$ cat config.mk
export PLATFORM = sky130hd
export DESIGN_NAME = fir_channel_scheduler
export DESIGN_NICKNAME = d
export VERILOG_FILES = /design/src/rtl/fir_channel_scheduler.sv
export SDC_FILE = /design/constraint.sdc
export NUM_CORES = 1
export LEC_CHECK = 0
export CAP_MARGIN = 40
export CORE_MARGIN = 3
export CORE_UTILIZATION = 36
export CTS_CLUSTER_SIZE = 20
export DETAILED_ROUTE_END_ITERATION = 10
export DONT_BUFFER_PORTS = 1
export GPL_ROUTABILITY_DRIVEN = 1
export PLACE_DENSITY = 0.51
export SETUP_SLACK_MARGIN = 0.2
export SKIP_CTS_REPAIR_TIMING = 1
export SLEW_MARGIN = 20
export SYNTH_ARGS = -nofsm -noshare
export SYNTH_HDL_FRONTEND = slang
export SYNTH_SLANG_ARGS = --single-unit
$ cat constraint.sdc
create_clock -name S_AXI_ACLK -period 2.44 [get_ports S_AXI_ACLK]
set_input_delay 0 -clock S_AXI_ACLK [delete_from_list [all_inputs] [get_ports S_AXI_ACLK]]
set_output_delay 0 -clock S_AXI_ACLK [all_outputs]
set_load 0.02 [all_outputs]
$ cat src/rtl/fir_channel_scheduler.sv
// -----------------------------------------------------------------------------
// fir_channel_scheduler
//
// Purpose: drives the 13-band FIR equalizer datapath over its simple bus. It
// takes left/right codec samples in round-robin order, writes one sample at a
// time into the FIR (which starts a convolution), waits a short guard time,
// polls the FIR status word until the done bit is set (or a poll budget runs
// out) and presents the 16-bit result with its channel tag. Tap-count
// configuration requests are queued and written to the FIR between
// convolutions, ahead of any waiting sample.
//
// Ports:
//   S_AXI_ACLK, S_AXI_ARESET   clock, asynchronous active-high reset
//   cfg_load, cfg_numTaps      request to write a new tap count (pulse + value)
//   inL_*/inR_*                left/right sample inputs (valid/ready/data)
//   out_*                      result output (valid/ready/chan/data/err)
//   err_sticky                 set on poll timeout or a zero tap count
//   busy                       scheduler is not idle
//   fir_wr/fir_wrAddr/fir_wrData, fir_rd/fir_rdData   FIR simple-bus master
//   dbg_state                  current FSM state encoding
//
// Handshakes: a transfer happens on a rising clock edge where valid and ready
// are both 1. A producer keeps valid and data stable until that edge; ready
// may change combinationally and never depends on a transfer in flight. On
// the output side out_valid and its payload stay constant until out_ready.
// -----------------------------------------------------------------------------
module fir_channel_scheduler #(
  parameter int ADDR_W     = 6,
  parameter int DATA_W     = 32,
  parameter int A_NUM_TAPS = 0,
  parameter int A_IN_L     = 2,
  parameter int A_IN_R     = 3,
  parameter int POLL_GUARD = 2,
  parameter int TIMEOUT    = 1024
) (
  input  logic              S_AXI_ACLK,
  input  logic              S_AXI_ARESET,
  input  logic              cfg_load,
  input  logic [15:0]       cfg_numTaps,
  input  logic              inL_valid,
  input  logic [15:0]       inL_data,
  output logic              inL_ready,
  input  logic              inR_valid,
  input  logic [15:0]       inR_data,
  output logic              inR_ready,
  output logic              out_valid,
  input  logic              out_ready,
  output logic              out_chan,
  output logic [15:0]       out_data,
  output logic              out_err,
  output logic              err_sticky,
  output logic              busy,
  output logic              fir_wr,
  output logic [ADDR_W-1:0] fir_wrAddr,
  output logic [DATA_W-1:0] fir_wrData,
  output logic              fir_rd,
  input  logic [DATA_W-1:0] fir_rdData,
  output logic [2:0]        dbg_state
);

  typedef enum logic [2:0] {
    S_IDLE  = 3'd0,
    S_CFG   = 3'd1,
    S_ISSUE = 3'd2,
    S_GUARD = 3'd3,
    S_POLL  = 3'd4,
    S_OUT   = 3'd5
  } state_t;

  state_t              state_q;
  logic                rr_q;           // channel preferred when both are valid (0=left)
  logic                cfg_pending_q;
  logic                chan_q;
  logic [15:0]         gcnt_q;
  logic [15:0]         tcnt_q;
  logic                out_valid_q;
  logic                out_chan_q;
  logic [15:0]         out_data_q;
  logic                out_err_q;
  logic                err_sticky_q;
  logic                fir_wr_q;
  logic [ADDR_W-1:0]   fir_wrAddr_q;
  logic [DATA_W-1:0]   fir_wrData_q;
  logic                fir_rd_q;

  logic grant_r;
  logic can_accept;
  logic take;

  // Right wins when it is the only valid channel, or when both are valid and
  // the round-robin pointer says it is right's turn.
  always_comb begin
    grant_r    = inR_valid && (!inL_valid || rr_q);
    // Reset is included so the ready outputs read 0 the moment reset rises.
    can_accept = (state_q == S_IDLE) && !cfg_pending_q && !out_valid_q && !S_AXI_ARESET;
    inL_ready  = can_accept && inL_valid && !grant_r;
    inR_ready  = can_accept && grant_r;
    take       = (inL_valid && inL_ready) || (inR_valid && inR_ready);
  end

  always_ff @(posedge S_AXI_ACLK or posedge S_AXI_ARESET) begin
    if (S_AXI_ARESET) begin
      state_q       <= S_IDLE;
      rr_q          <= 1'b0;
      cfg_pending_q <= 1'b0;
      chan_q        <= 1'b0;
      gcnt_q        <= 16'd0;
      tcnt_q        <= 16'd0;
      out_valid_q   <= 1'b0;
      out_chan_q    <= 1'b0;
      out_data_q    <= 16'd0;
      out_err_q     <= 1'b0;
      err_sticky_q  <= 1'b0;
      fir_wr_q      <= 1'b0;
      fir_wrAddr_q  <= '0;
      fir_wrData_q  <= '0;
      fir_rd_q      <= 1'b0;
    end else begin
      case (state_q)
        S_IDLE: begin
          if (cfg_pending_q) begin
            // A zero tap count is never written to the FIR; it only flags an error.
            cfg_pending_q <= 1'b0;
            fir_wr_q      <= (cfg_numTaps != 16'd0);
            fir_wrAddr_q  <= ADDR_W'(A_NUM_TAPS);
            fir_wrData_q  <= DATA_W'(cfg_numTaps);
            if (cfg_numTaps == 16'd0) err_sticky_q <= 1'b1;
            state_q       <= S_CFG;
          end else if (take) begin
            chan_q       <= grant_r;
            fir_wr_q     <= 1'b1;
            fir_wrAddr_q <= grant_r ? ADDR_W'(A_IN_R) : ADDR_W'(A_IN_L);
            fir_wrData_q <= grant_r ? DATA_W'(inR_data) : DATA_W'(inL_data);
            state_q      <= S_ISSUE;
          end
        end
        S_CFG: begin
          fir_wr_q <= 1'b0;
          state_q  <= S_IDLE;
        end
        S_ISSUE: begin
          fir_wr_q <= 1'b0;
          gcnt_q   <= 16'd0;
          state_q  <= S_GUARD;
        end
        S_GUARD: begin
          if (gcnt_q == 16'(POLL_GUARD - 1)) begin
            fir_rd_q <= 1'b1;
            tcnt_q   <= 16'd0;
            state_q  <= S_POLL;
          end else begin
            gcnt_q <= gcnt_q + 16'd1;
          end
        end
        S_POLL: begin
          // fir_rd is high for every cycle spent here; the status word is
          // sampled in the same cycle as the strobe.
          if (fir_rdData[31]) begin
            fir_rd_q    <= 1'b0;
            out_valid_q <= 1'b1;
            out_chan_q  <= chan_q;
            out_data_q  <= fir_rdData[15:0];
            out_err_q   <= 1'b0;
            state_q     <= S_OUT;
          end else if (tcnt_q == 16'(TIMEOUT - 1)) begin
            fir_rd_q     <= 1'b0;
            out_valid_q  <= 1'b1;
            out_chan_q   <= chan_q;
            out_data_q   <= 16'd0;
            out_err_q    <= 1'b1;
            err_sticky_q <= 1'b1;
            state_q      <= S_OUT;
          end else begin
            tcnt_q <= tcnt_q + 16'd1;
          end
        end
        S_OUT: begin
          if (out_ready) begin
            out_valid_q <= 1'b0;
            rr_q        <= ~chan_q;
            state_q     <= S_IDLE;
          end
        end
        default: begin
          fir_wr_q <= 1'b0;
          fir_rd_q <= 1'b0;
          state_q  <= S_IDLE;
        end
      endcase
      // Placed last so a request arriving in the same cycle that the previous
      // one is taken is not lost.
      if (cfg_load) cfg_pending_q <= 1'b1;
    end
  end

  assign out_valid  = out_valid_q;
  assign out_chan   = out_chan_q;
  assign out_data   = out_data_q;
  assign out_err    = out_err_q;
  assign err_sticky = err_sticky_q;
  assign busy       = (state_q != S_IDLE);
  assign fir_wr     = fir_wr_q;
  assign fir_wrAddr = fir_wrAddr_q;
  assign fir_wrData = fir_wrData_q;
  assign fir_rd     = fir_rd_q;
  assign dbg_state  = state_q;

endmodule

; ---- Word-level counts from Yosys, hierarchy flattened
; Cells that the tools add are included.
; W data, S select, Z words.
[op_classes]
n_addsub = 2
eq_ne = 17
muxes = 41
bitwise = 4
reduce_logical = 40
[op_table]
columns = op, count
row1 = $mux W16, 7
row2 = $mux W32, 2
row3 = $pmux W16 S2, 2
row4 = $add A16 B1 Y16 const B, 2
row5 = $mux W3, 6
row6 = $mux W1, 17
row7 = $eq A16 B1 Y1 const B, 1
row8 = $eq A16 B10 Y1 const B, 1
row9 = $logic_not A16 Y1, 1
row10 = $reduce_bool A16 Y1, 1
row11 = $pmux W3 S5, 1
row12 = $ne A2 B2 Y1 const B, 7
row13 = $reduce_bool A2 Y1, 7
row14 = $mux W6, 2
row15 = $reduce_and A2 Y1, 5
row16 = $logic_and A1 B1 Y1, 9
row17 = $reduce_and A3 Y1, 3
row18 = $reduce_and A4 Y1, 2
row19 = $eq A3 B2 Y1 const B, 2
row20 = $eq A3 B3 Y1 const B, 2
row21 = $ne A3 B3 Y1 const B, 2
row22 = $pmux W1 S2, 3
row23 = $logic_not A1 Y1, 5
row24 = $reduce_and A5 Y1, 1
row25 = other kinds (9), 13
[totals]
ff_bits = 98
input_bits = 86
output_inout_bits = 66
elab_cells = 119

; ---- Logic depth before layout (Yosys ltp)
; Gate-level depths: netlist of the first run.
[logic_depth]
word_depth = 11
mapped_depth = 8

; ---- Least setup slack after synthesis of the first run
; OpenSTA, ideal clock, no wires.
[synth_timing]
path_type = input -> register
from = input S_AXI_ARESET
to = register chan_q
setup_ns = 0.065
arrival_ns = 2.506
slack_ns = -0.131
path_stages = 4
path_buffers = 0
path_cell_list = inv_1 nand4_1 nor2_1 a21o_1
[synth_via]
word_cells_on_any_way = 9
cone_classes = reduce/logical: 9
[synth_lines]
columns = item, line
row1 = start: declaration, 37  ; input logic S_AXI_ARESET,
row2 = $logic_not A1 Y1 (no source line), --
row3 = $logic_and A1 B1 Y1, 95  ; can_accept = (state_q == S_IDLE) && !cfg_pending_q && !out_valid_q && !S_AXI_ARESET;
row4 = $logic_and A1 B1 Y1, 97  ; inR_ready = can_accept && grant_r;
row5 = net inR_ready, 45  ; output logic inR_ready,
row6 = $logic_and A1 B1 Y1, 98  ; take = (inL_valid && inL_ready) || (inR_valid && inR_ready);
row7 = $logic_or A1 B1 Y1, 98
row8 = $reduce_and A3 Y1 (no source line), --
row9 = end signal: assignment, 130  ; chan_q <= grant_r;
row10 = end: declaration, 73  ; logic chan_q;
; The timed path passes the listed nets, and every way through them passes these cells.
; A chain may end at the register's enable or synchronous reset.

; ---- Final worst setup path of the first run
[layout_timing]
from = register rr_q
to = register fir_wrData_q[0], in the netlist fir_wrData[0]
[layout_via]
elab_chain_len = 8
word_cells_on_any_way = 13
cone_classes = mux: 3 / reduce/logical: 10
[layout_lines]
columns = item, line
row1 = start: declaration, 71  ; logic rr_q;
row2 = start signal: assignment, 180  ; rr_q <= ~chan_q;
row3 = $logic_or A1 B1 Y1 (*), 93  ; grant_r = inR_valid && (!inL_valid || rr_q);
row4 = $logic_and A1 B1 Y1 (*), 93
row5 = $logic_not A1 Y1, 96  ; inL_ready = can_accept && inL_valid && !grant_r;
row6 = $logic_and A1 B1 Y1, 96
row7 = $logic_and A1 B1 Y1, 98
row8 = $logic_or A1 B1 Y1, 98
row9 = $reduce_bool A2 Y1 (no source line), --
row10 = $reduce_and A2 Y1 (no source line), --
row11 = end signal: assignment, 126  ; fir_wrData_q <= DATA_W'(cfg_numTaps);
row12 = end signal: assignment, 133  ; fir_wrData_q <= grant_r ? DATA_W'(inR_data) : DATA_W'(inL_data);
row13 = end: declaration, 83  ; logic [DATA_W-1:0] fir_wrData_q;
; Every way passes the cells marked *; elsewhere a longest branch is shown, timed or not. The select of a mux whose other input is x is not followed.

==> run_results.csv, run 1 <==
group,metric,value,unit
die,die_y,111.7,um
power_and_ir_drop,peakVddDrop,0.5264,mV
outcome,violations,"hold timing",
critical_path,ff2ff_setup_slack,330,ps
final_layout,final_common_cell,"dfrtp_1",
routing,dr.pass1.iters,4,
critical_path,cp_cell_sequence,"o21ai_2 -> buf_4 -> mux2i_1 -> o21ai_0 -> dlygate4sd3_1 -> mux2_2",
routing,drcViolationCount,0,
critical_path,worstSetupEndpoint,"fir_wrData[0]",
yosys,ys_top_cells_by_area,"dfrtp_1 49%, mux2_2 4.8%, mux2i_1 4.2%",
yosys,ys.flop_type,"dfrtp_1",
clock_network,clk_pin_slew,80,ps
grt,grt_pass1_vias,2958,
die,core_area,0.01060,mm2
critical_path,worstRegToRegCells,6,
timing,whs,-20.52,ps
timing,hold_viol,5,
critical_path,r2r-start,"rr_q",
timing,timing.final.ws_setup,333.1,ps
critical_path,path_class,"reg2reg",
critical_path,r2r_end,"fir_wrData[0]",
final_layout,num_antenna_cells,0,
critical_path,cp-end-kind,"register",
clock_network,root_buffer,"clkbuf_8",
die,ios,152,
routing,vias_per_cell,5.156,
clock_network,insertion_delay,350,ps
yosys,synth_sequential_area_ratio,0.4851,
power_and_ir_drop,power.density,971.5,mW/mm2
timing,worst_pin_slew,493.4,ps
yosys,synth-edff-count,0,
critical_path,cp_slowest_cell,"dlygate4sd3_1",
routing,vias,3099,
grt,grt_max_degree,46,
yosys,syn-instance-count,403,
clock_network,cts.sinks,78,
timing,clock.fmax,0.4746,GHz
clock_network,cts_buffers,9,
placed_design,hpwl,6616,um
final_layout,fin_nets,549,
timing,final_max_slew_viol_count,0,
yosys,synth_warnings,0,
clock_network,tritoncts,"built",
routing,dr.first_iter.drc_count,121,
yosys,synthArstFlopShare,1.000,
critical_path,cp-startpoint,"rr_q",
timing,tns,0,ps
placed_design,gp_congestion,0.7650,
final_layout,area_delta_synth_final,19.56,%
critical_path,path_max_fanout,19,
worst_hold_path,hold_depth,3,
worst_hold_path,hp-class,"in2reg",
final_layout,nFillCells,998,
critical_path,critical-path-top-delay-family,"buffers and inverters",
critical_path,max_stage_delay,580,ps
die,dieArea,0.01248,mm2
critical_path,worst_setup_path_start_kind,"register",
yosys,ys_ff_latch,78,
routing,routedWlPerCell,15.88,um
power_and_ir_drop,p_leak,2.178,nW
grt,antenna_found_initial,0,
timing,period_minus_slack,2107,ps
yosys,yosysTopAreaCellShare,0.4851,
die,start_util,0.3796,
die,placementRows,37,
timing,setup_viol,0,
critical_path,cp_num_buf_inv,2,
routing,drtAntennaViolNets,0,
critical_path,required,2670,ps
yosys,syn_area,0.004024,mm2
placed_design,portBuffers,0,
job,drv_cap,0,
final_layout,layout_common_cells,"78 x dfrtp_1, 43 x dlygate4sd3_1, 35 x nand2_1, 35 x nor2_1, 27 x o21ai_0",
placed_design,pre_cts_ws,422.3,ps
timing,slew_headroom,0.6664,
final_layout,drive_gt1_frac,0.1183,
clock_network,cts_buffer_depth,2,
routing,finalWirelength,9542,um
grt,grt_usage,0.1452,
outcome,status,"finished, violations left",
yosys,syn_avg_cell_area,9.985,um2
critical_path,cp_data_arrival_time,2340,ps
timing,fin_skew,10.56,ps
grt,overflow,0,
die,fp.dieW,111.7,um
yosys,yosysTopAreaCell,"dfrtp_1",
yosys,ys_types,43,
grt,grt_pass1_wl,14910,um
timing,rsz0062_at_grt,"no",
critical_path,crit_cells,6,
timing,period_share,0.8635,
clock_network,htreeDepth,3,
## logic make-up (layout without fill, tap and decap cells)
group,Yosys count,after routing,share of synthesized area
AOI/OAI and AO/OA,75,75,0.1241
xor gates and xnor gates,20,20,0.04353
adders and majority gates,3,3,0.009329
buffers and inverters,48,91,0.06748
DFF,78,78,0.4851
muxes,34,34,0.08986
other,1,20,0.0009319
and+or+nand+nor,144,144,0.1797
## tightest hold or removal path, cell delays in order
cell     delay, ps
mux2i_1         40
o21ai_0        120
mux2_2         140
## cell type report
type / count / area [um2] / share of cell area
Sequential cell: 78 / 1952 / 0.4057
Multi-Input combinational cell: 296 / 1876 / 0.3899
Timing Repair Buffer: 63 / 600.6 / 0.1248
Tap cell: 136 / 170.2 / 0.03537
Clock buffer: 10 / 127.6 / 0.02653
Inverter: 12 / 48.80 / 0.01014
Clock inverter: 6 / 36.28 / 0.007542
## stage by stage
step / utilization / area, um2 / instances / power [mW]
global route: 0.4538 / 4811 / 601 / 5.025
CTS: 0.4132 / 4380 / 558 / 4.644
finish: 0.4538 / 4811 / 601 / 4.674
floorplan: - / 4099 / 422 / 3.370
detailed placement: 0.3977 / 4217 / 542 / 3.782
global placement: 0.3951 / 4189 / 541 / 3.738
## power breakdown
group | switching [mW] | total (mW) | leakage (nW) | internal [mW]
Clock | 0.466 | 0.832 | 0.0862 | 0.366
Sequential | 0.692 | 2.36 | 1.01 | 1.67
Combinational | 0.768 | 1.48 | 1.08 | 0.715
## worst min-delay path by stage
stage	start	end	slack [ps]
global placement	cfg_load	cfg_pending_q	100
detailed placement	S_AXI_ARESET	fir_wrAddr[0]	40
finish	inR_data[10]	fir_wrData[10]	-20
CTS	S_AXI_ARESET	out_data[6]	-360
global route	inR_data[14]	fir_wrData[14]	1
floorplan	cfg_load	cfg_pending_q	90
## metal layers
metal	global-route usage	vias to the layer above	part of all wire
met3	0.06141	4	0.072
met1	0.1845	1470	0.44
met5	0	-	0
li1	-	1518	-
met4	0.02758	0	0.0046
met2	0.2338	107	0.48
## registers in the layout, indices dropped and copies added (netlist names)
name / flops
cfg_pending_q: 1
chan_q: 1
dbg_state: 3
err_sticky: 1
fir_rd: 1
fir_wr: 1
fir_wrAddr: 2
fir_wrData: 16
gcnt_q: 16
out_chan: 1
out_data: 16
out_err: 1
out_valid: 1
rr_q: 1
tcnt_q: 16
## synth_stat cells (2+ instances only)
library cell   n
dfrtp_1       78
ha_1           3
or4_1          5
and4_1         5
o21ai_0       28
nor2b_1        4
mux2_2        17
and2_1         2
nor4_1         8
xnor2_1        4
and3_1         2
nor3_1         5
mux2i_1       17
inv_1         12
buf_2          6
a22o_1        17
nor2_1        35
clkbuf_1       7
nor3b_1        2
o211ai_1       5
nand3_1       20
nand4_1       13
a21oi_1        7
nand2b_1       4
o31ai_1        5
nand2_1       35
xor2_1        16
a21o_1         4
o22ai_1        2
buf_4         22
Note: power is estimated with default switching activity, not from simulation.
==> run 2, diff against run 1 <==
- CORE_UTILIZATION: 36 -> 55
- PLACE_DENSITY: 0.51 -> 0.71
==> run_results.csv, run 2 (same netlist as run 1, synthesis figures left out) <==
group,metric,value,unit
grt,grt_usage,0.2086,
timing,period_share,0.8635,
outcome,status,"finished, violations left",
timing,fin_skew,11.06,ps
timing,clock.fmax,0.4746,GHz
timing,setup_viol,0,
power_and_ir_drop,p_leak,2.144,nW
final_layout,area_delta_synth_final,16.57,%
placed_design,postPlaceCellArea,0.004131,mm2
final_layout,fin_nets,542,
power_and_ir_drop,peakVddDrop,0.6469,mV
critical_path,cp_data_arrival_time,2380,ps
grt,antenna_found_initial,0,
grt,grt_max_degree,45,
timing,tns,0,ps
routing,vias,3231,
die,core_area,0.006944,mm2
timing,rsz0062_at_grt,"no",
routing,drtAntennaViolNets,0,
critical_path,worst_setup_path_start_kind,"register",
die,ios,152,
clock_network,tritoncts,"built",
grt,grtUsageMet2,0.3390,
die,placementRows,30,
grt,grtUsageMet3,0.06877,
die,dieArea,0.008379,mm2
clock_network,cts_buffers,9,
worst_hold_path,hold_depth,2,
clock_network,cts.sinks,78,
clock_network,insertion_delay,350,ps
clock_network,root_buffer,"clkbuf_8",
grt,top_usage_layer,"met2",
clock_network,cts_buffer_depth,2,
die,start_util,0.5795,
final_layout,drive_gt1_frac,0.1179,
clock_network,clk_pin_slew,90,ps
placed_design,pre_cts_ws,351.6,ps
critical_path,max_stage_delay,690,ps
grt,grt_pass1_vias,2996,
routing,routedWlPerCell,17.10,um
worst_hold_path,hp-class,"in2reg",
final_layout,nFillCells,546,
critical_path,path_class,"reg2reg",
timing,final_max_slew_viol_count,0,
final_layout,final_area,0.004691,mm2
final_layout,final_common_cell,"dfrtp_1",
placed_design,portBuffers,0,
routing,dr.pass1.iters,4,
critical_path,path_max_fanout,7,
routing,finalWirelength,9474,um
timing,slew_headroom,0.6323,
final_layout,num_antenna_cells,0,
placed_design,hpwl,6545,um
critical_path,cp_slowest_cell,"or4_1",
critical_path,cp_cell_sequence,"nand3b_1 -> or4_1 -> or3_1 -> a21oi_1",
power_and_ir_drop,power.density,998.6,mW/mm2
grt,overflow,0,
timing,whs,-6.419,ps
grt,grt_pass1_wl,14190,um
die,fp.dieW,91.54,um
critical_path,worstRegToRegCells,4,
timing,timing.final.ws_setup,333.1,ps
routing,dr.first_iter.drc_count,132,
critical_path,required,2720,ps
timing,worst_pin_slew,551.6,ps
routing,vias_per_cell,5.832,
outcome,violations,"hold timing",
job,drv_cap,0,
die,die_y,91.54,um
critical_path,cp-end-kind,"register",
placed_design,gp_congestion,0.9044,
final_layout,layout_common_cells,"78 x dfrtp_1, 38 x dlygate4sd3_1, 35 x nand2_1, 35 x nor2_1, 27 x o21ai_0",
clock_network,htreeDepth,3,
grt,grt.met1_usage,0.2694,
timing,period_minus_slack,2107,ps
critical_path,ff2ff_setup_slack,330,ps
timing,hold_viol,3,
routing,drcViolationCount,0,
[run 2: worst max-delay path: cells and delay by family (launching register included)]
| kind | cells | cell delay [ps] |
|---|---|---|
| compound gates | 1 | 140 |
| simple gates | 3 | 1390 |
| flops | 1 | 510 |
[run 2: final cells by class]
type / count / area, um2 / area share
inverter: 12 / 48.80 / 0.01040
clock inverter: 7 / 55.05 / 0.01174
multi-input combinational: 296 / 1876 / 0.3998
sequential: 78 / 1952 / 0.4161
timing repair buffer: 56 / 515.5 / 0.1099
clock buffer: 9 / 123.9 / 0.02641
tap: 96 / 120.1 / 0.02561
[run 2: routing by layer]
metal | vias up | routed length (um)
li1 | 1513 | -
met1 | 1558 | 3855
met2 | 144 | 4700
met3 | 16 | 740
met4 | 0 | 177
met5 | - | 0
[run 2: through the flow]
stage	utilization	std cells	hold slack [ps]	total power, mW
after global placement	0.5950	500	27.35	3.701
after global routing	0.6755	554	4.178	4.959
after floorplan	-	422	92.29	3.370
after detailed placement	0.5950	500	27.09	3.759
final	0.6755	554	-6.419	4.684
after CTS	0.6207	516	-361.6	4.644
[run 2: final timing paths]
kind	startpoint	end
max in group asynchronous	S_AXI_ARESET	fir_wrAddr[1]
min in group asynchronous	S_AXI_ARESET	out_data[6]
max reg2reg	dbg_state[2]	gcnt_q[13]
min	fir_rdData[31]	out_valid
max	dbg_state[2]	gcnt_q[13]
min reg2reg	chan_q	rr_q
[run 2: report_power, final]
part / total (mW) / leakage [nW] / internal [mW] / switching (mW)
clock: 0.882 / 0.0919 / 0.381 / 0.501
sequential: 2.40 / 1.01 / 1.67 / 0.732
combinational: 1.40 / 1.04 / 0.675 / 0.730
total: 4.68 / 2.14 / 2.72 / 1.96
